`config.mk`:
```
export PLATFORM = sky130hd
export DESIGN_NAME = sys_cfg_loader_flat
export DESIGN_NICKNAME = d
export VERILOG_FILES = /design/src/rtl/sys_cfg_loader_if.sv /design/src/rtl/sys_cfg_loader.sv /design/src/flat_wrapper.sv
export SDC_FILE = /design/constraint.sdc
export NUM_CORES = 1
export LEC_CHECK = 0
export BUFFER_PORTS_ARGS = -buffer_cell sky130_fd_sc_hd__buf_2
export CAP_MARGIN = 0
export CORE_MARGIN = 8
export CORE_UTILIZATION = 50
export CTS_CLUSTER_SIZE = 40
export DETAILED_ROUTE_END_ITERATION = 7
export PLACE_DENSITY = 0.85
export SLEW_MARGIN = 10
export SYNTH_ARGS = -nofsm -noshare
export SYNTH_HDL_FRONTEND = slang
export SYNTH_SLANG_ARGS = --single-unit
```
`constraint.sdc`:
```
create_clock -name clk -period 4.55 [get_ports clk]
set_input_delay 0 -clock clk [delete_from_list [all_inputs] [get_ports clk]]
set_output_delay 0 -clock clk [all_outputs]
set_load 0.02 [all_outputs]
```
`src/rtl/sys_cfg_loader_if.sv`:
```
// PI-bus connection between the config loader (master) and the 8-byte mapper
// config register file (slave); pi_di is the register file's combinational readback.
interface sys_cfg_loader_if;
    logic [2:0] pi_addr;
    logic [7:0] pi_dato;
    logic       pi_ce_cfg;
    logic       pi_we_sync;
    logic [7:0] pi_di;

    modport master (
        output pi_addr, pi_dato, pi_ce_cfg, pi_we_sync,
        input  pi_di
    );

    modport slave (
        input  pi_addr, pi_dato, pi_ce_cfg, pi_we_sync,
        output pi_di
    );
endinterface

```
`src/rtl/sys_cfg_loader.sv`:
```
// Writes a latched 64-bit config image into the 8 mapper config registers, map_idx (reg 0) last.
// Optional readback check after each strobe is enabled by defining SYS_CFG_VERIFY_EN.
module sys_cfg_loader #(
    parameter int unsigned WR_GAP = 2
) (
    input  logic             clk,
    input  logic             rst_n,
    input  logic             start,
    input  logic [63:0]      img,
    output logic             busy,
    output logic             done,
    output logic             err,
    sys_cfg_loader_if.master pi
);

    if (WR_GAP > 15) begin : g_wr_gap_range
        $error("sys_cfg_loader: WR_GAP must be in 0..15");
    end

    localparam bit         HAS_GAP  = (WR_GAP != 0);
    localparam logic [3:0] GAP_LOAD = (WR_GAP == 0) ? 4'd0 : 4'(WR_GAP - 1);

`ifdef SYS_CFG_VERIFY_EN
    typedef enum logic [2:0] {IDLE, SETUP, STROBE, VERIFY, GAP, DONE} state_t;
`else
    typedef enum logic [2:0] {IDLE, SETUP, STROBE, GAP, DONE} state_t;
`endif

    state_t      state, state_d;
    logic [2:0]  idx;
    logic [3:0]  gap_cnt;
    logic [63:0] image;
    logic [7:0]  cur_byte;

    logic   accept, advance, load_gap, mismatch;
    state_t after_state;
    logic   after_adv;
    logic   last_reg;

    assign cur_byte = image[{idx, 3'b000} +: 8];
    assign last_reg = (idx == 3'd0);

    always_ff @(posedge clk or negedge rst_n) begin
        if (!rst_n) begin
            state <= IDLE;
        end else begin
            state <= state_d;
        end
    end

    // Where a register's write phase ends up: the gap if configured, else straight on.
    always_comb begin
        state_d     = state;
        accept      = 1'b0;
        advance     = 1'b0;
        load_gap    = 1'b0;
        mismatch    = 1'b0;
        after_state = HAS_GAP ? GAP : (last_reg ? DONE : SETUP);
        after_adv   = !HAS_GAP && !last_reg;
        case (state)
            IDLE: begin
                if (start) begin
                    accept  = 1'b1;
                    state_d = SETUP;
                end
            end
            SETUP: state_d = STROBE;
`ifdef SYS_CFG_VERIFY_EN
            STROBE: state_d = VERIFY;
            VERIFY: begin
                if (pi.pi_di != cur_byte) begin
                    mismatch = 1'b1;
                    state_d  = DONE;
                end else begin
                    state_d  = after_state;
                    advance  = after_adv;
                    load_gap = HAS_GAP;
                end
            end
`else
            STROBE: begin
                state_d  = after_state;
                advance  = after_adv;
                load_gap = HAS_GAP;
            end
`endif
            GAP: begin
                if (gap_cnt == 4'd0) begin
                    if (last_reg) begin
                        state_d = DONE;
                    end else begin
                        advance = 1'b1;
                        state_d = SETUP;
                    end
                end
            end
            DONE:    state_d = IDLE;
            default: state_d = IDLE;
        endcase
    end

    // Write order 1..7 then 0: the 3-bit index simply wraps after reg 7.
    always_ff @(posedge clk or negedge rst_n) begin
        if (!rst_n) begin
            idx     <= 3'd0;
            gap_cnt <= 4'd0;
            image   <= 64'd0;
        end else begin
            if (accept) begin
                image <= img;
                idx   <= 3'd1;
            end else if (advance) begin
                idx <= idx + 3'd1;
            end
            if (load_gap) begin
                gap_cnt <= GAP_LOAD;
            end else if (state == GAP) begin
                gap_cnt <= gap_cnt - 4'd1;
            end
        end
    end

`ifdef SYS_CFG_VERIFY_EN
    logic err_q;

    always_ff @(posedge clk or negedge rst_n) begin
        if (!rst_n) begin
            err_q <= 1'b0;
        end else if (accept) begin
            err_q <= 1'b0;
        end else if (mismatch) begin
            err_q <= 1'b1;
        end
    end

    assign err          = err_q;
    assign pi.pi_ce_cfg = (state == SETUP) || (state == STROBE) || (state == VERIFY);
    assign busy         = (state == SETUP) || (state == STROBE) || (state == VERIFY) || (state == GAP);
`else
    logic unused_di;

    assign unused_di    = ^{pi.pi_di, mismatch};
    assign err          = 1'b0;
    assign pi.pi_ce_cfg = (state == SETUP) || (state == STROBE);
    assign busy         = (state == SETUP) || (state == STROBE) || (state == GAP);
`endif

    assign done          = (state == DONE);
    assign pi.pi_we_sync = (state == STROBE);
    assign pi.pi_addr    = idx;
    assign pi.pi_dato    = cur_byte;

endmodule

```
`src/flat_wrapper.sv`:
```
// flat-port wrapper written by rule: the top's interface ports become plain ports
module sys_cfg_loader_flat 
#(
    parameter int unsigned WR_GAP = 2
)
  (clk, rst_n, start, img, busy, done, err, pi_pi_addr, pi_pi_dato, pi_pi_ce_cfg, pi_pi_we_sync, pi_pi_di);
  sys_cfg_loader_if pi_i ();
  input  logic clk;
  input  logic rst_n;
  input  logic start;
  input  logic [63:0] img;
  output logic busy;
  output logic done;
  output logic err;
  output wire logic [$bits(pi_i.pi_addr)-1:0] pi_pi_addr;
  output wire logic [$bits(pi_i.pi_dato)-1:0] pi_pi_dato;
  output wire logic [$bits(pi_i.pi_ce_cfg)-1:0] pi_pi_ce_cfg;
  output wire logic [$bits(pi_i.pi_we_sync)-1:0] pi_pi_we_sync;
  input wire logic [$bits(pi_i.pi_di)-1:0] pi_pi_di;
  assign pi_pi_addr = pi_i.pi_addr;
  assign pi_pi_dato = pi_i.pi_dato;
  assign pi_pi_ce_cfg = pi_i.pi_ce_cfg;
  assign pi_pi_we_sync = pi_i.pi_we_sync;
  assign pi_i.pi_di = pi_pi_di;
  sys_cfg_loader #(.WR_GAP(WR_GAP)) u_core (.clk(clk), .rst_n(rst_n), .start(start), .img(img), .busy(busy), .done(done), .err(err), .pi(pi_i));
endmodule
```
==> flow_summary.toml <==
[worst_setup_path]
cp_max_fo = 21
crit_required_ns = 4.55
crit_chain = "mux4_2, nand2_1, nand2_1, buf_2"
setup.worst_path.class = "reg2out"
critPathMaxStageDelay_ns = 0.91
crit_path_end_kind = "output port"
start_kind = "register"
critPathArrivalTime_ns = 2.05
crit_slowest_cell = "dfrtp_1"
cp_common_cell = "nand2_1"

[clocking]
cts-resized-gates = 0
cts.clk_slew.worst_paths_ns = 0.08
htreeDepth = 3
cts_root_buf = "clkbuf_8"
cts_hold_buf = 66
cts_buffers = 9
post_cts_buffers = 0
clock_sinks = 74
cts_tree = "yes"
max-clock-path-buffers = 2
clk_latency_ns = 0.34

[synth]
synth_edf_count = 0
synth_top_area_frac = 0.527
syn_area_um2 = 3510
synth_ff_type = "dfrtp_1"
synth-seq-cells = 74
ys_seq_area_frac = 0.527
avgSynthCellArea_um2 = 9.14
synth_warnings = 0
yosysUniqueCellTypes = 37
synthTopCellsByArea = "dfrtp_1, nand2_1, mux4_2, buf_6, buf_2"
synth_cells = 384
synth_area_leader_cell = "dfrtp_1"
ys_async_sr_fraction = 1.00
syn-num-nets = 462

[global_route]
met2_usage = 0.335
grtUsageMet1 = 0.239
grtUsageMet3 = 0.0443
antenna_found_initial = 0
grt_pass1_vias = 3391
grt_pass1_wl_um = 16000
grt_overflow = 0
grt_max_degree = 75
globalRouteTotalUtil = 0.201
top_usage_layer = "met2"

[power]
power_density_nw_per_um2 = 616
peakVddDrop_mv = 0.254
power.leakage_nw = 2.49

[timing]
fmax_ghz = 0.489
hold_violations = 0
period_share = 0.450
drv_slew = 0
min_period_ns = 2.05
slew_headroom = 0.385
fin_setup_tns_ns = 0
hold-worst-slack_ns = 0.345
rsz0062_at_grt = "false"
tightest_slew_ns = 0.923
fin_skew_ns = 0.0108
setup-violations-final = 0
setup_slack_ns = 2.50

[floorplanning]
ioPinCount = 91
dieWidth_um = 99.8
fp-row-count = 30
die_y_um = 99.8
initial_core_util = 0.517
coreArea_um2 = 6790
die_area_um2 = 9960

[cells_and_area]
drive_gt1_frac = 0.226
finalNonFillerCells = 623
n_fill_cell = 499
syn2layout_area_growth_pct = 37.0
layout.nets = 599

[routing]
via_per_inst = 4.96
wl_per_cell_um = 15.0
vias = 3088
wl_um = 9320
firstDrtPassIters = 5
drc = 0
drt_iter0_drc = 184
drtAntennaViolNets = 0

[outcome]
status = "completed"

[min_path]
hold_path.class = "in2async"

[place]
dp_cells = 540
dp_slack_ns = 2.52
place_congestion = 0.759
place_hpwl_um = 5730
portBuffers = 81

[job]
drv_cap = 0
[Yosys cell counts (2+ instances only)]
master,number
and2_1,2
buf_2,11
nor2_1,7
inv_1,3
o21ai_0,2
or3_1,2
ha_1,3
buf_6,5
dfrtp_1,74
buf_4,2
nand2_1,221
clkbuf_1,6
nor3_1,2
nor4b_1,2
mux4_2,16
nand2b_1,5
[registers in the layout, indices dropped and copies added (netlist names)]
name and cells:
u_core.image 64, u_core.pi.pi_addr 3, u_core.state 3, u_core.gap_cnt 4
[worst paths after layout]
path                                       from                    to  slack [ns]  depth (start not counted)
max reg2reg                u_core.pi.pi_addr[1]  u_core.pi.pi_addr[0]        2.51                          5
min                                       rst_n       u_core.state[1]        0.34                          2
min in group clk                        img[48]      u_core.image[48]        0.38                          4
max in group asynchronous                 rst_n      u_core.image[40]        3.59                          2
max                        u_core.pi.pi_addr[2]         pi_pi_dato[4]        2.50                          4
min reg2reg                    u_core.image[32]      u_core.image[32]        0.47                          2
[per-layer routing]
| metal | part of all wire | vias to the layer above | wire (µm) |
|---|---|---|---|
| met1 | 0.40 | 1476 | 3770 |
| met5 | 0 | - | 0 |
| met3 | 0.050 | 22 | 464 |
| met4 | 0.028 | 0 | 261 |
| li1 | - | 1492 | - |
| met2 | 0.52 | 98 | 4830 |
[report_power, final]
part | internal [W] | switching (W) | leakage (nW)
Clock | 0.000325 | 0.000246 | 0.112
Sequential | 0.000971 | 0.000236 | 0.913
Combinational | 0.000558 | 0.000630 | 1.46
Total | 0.00185 | 0.00111 | 2.49
[metrics by stage]
stage | utilization | power, W | area [µm²]
2_1_floorplan | - | 0.00201 | 3510
6_report | 0.708 | 0.00296 | 4810
3_5_place_dp | 0.577 | 0.00236 | 3920
5_1_grt | 0.708 | 0.00318 | 4810
4_1_cts | 0.708 | 0.00298 | 4810
3_3_place_gp | 0.577 | 0.00228 | 3920
[cell usage in the layout (no fill, tap or decap), types with 2 or more instances in the layout]
cell type	instances
mux4_2	16
buf_4	4
bufinv_16	2
o21ai_0	2
nand2b_1	5
nand2_1	221
clkinv_4	2
inv_1	3
or3_1	2
and2_1	2
nor3_1	2
dlygate4sd3_1	66
ha_1	3
dfrtp_1	74
buf_2	80
clkbuf_8	10
nor2_1	7
[worst max-delay path: cells and delay by family, from the launching register on]
family / cells / cell delay (ns)
flip-flops: 1 / 0.91
buffers and inverters: 1 / 0.16
AND/OR/NAND/NOR: 2 / 0.20
multiplexers: 1 / 0.42
[kinds of logic (layout without fill, tap and decap cells)]
group / after synthesis / after routing / synth area share
AND/OR/NAND/NOR: 251 / 251 / 0.288
flip-flops: 74 / 74 / 0.527
buffers and inverters: 28 / 170 / 0.0467
multiplexers: 17 / 17 / 0.105
AO/OA/AOI/OAI: 9 / 9 / 0.0178
adder cells (fa/ha/maj): 3 / 3 / 0.0107
other: 1 / 2 / 0.00107
XOR/XNOR: 1 / 1 / 0.00250
[layout make-up]
type / instances / area [µm²] / share of cell area
flip-flops and latches: 74 / 1850 / 0.385
multi-input cells: 282 / 1500 / 0.312
repair buffers: 150 / 1090 / 0.227
clock buffers: 10 / 138 / 0.0286
well taps: 96 / 120 / 0.0250
clock inverters: 6 / 90.1 / 0.0187
inverters: 4 / 15.0 / 0.00312
diodes: 1 / 2.50 / 0.000520
No activity file was read; power rests on OpenSTA's default activity.
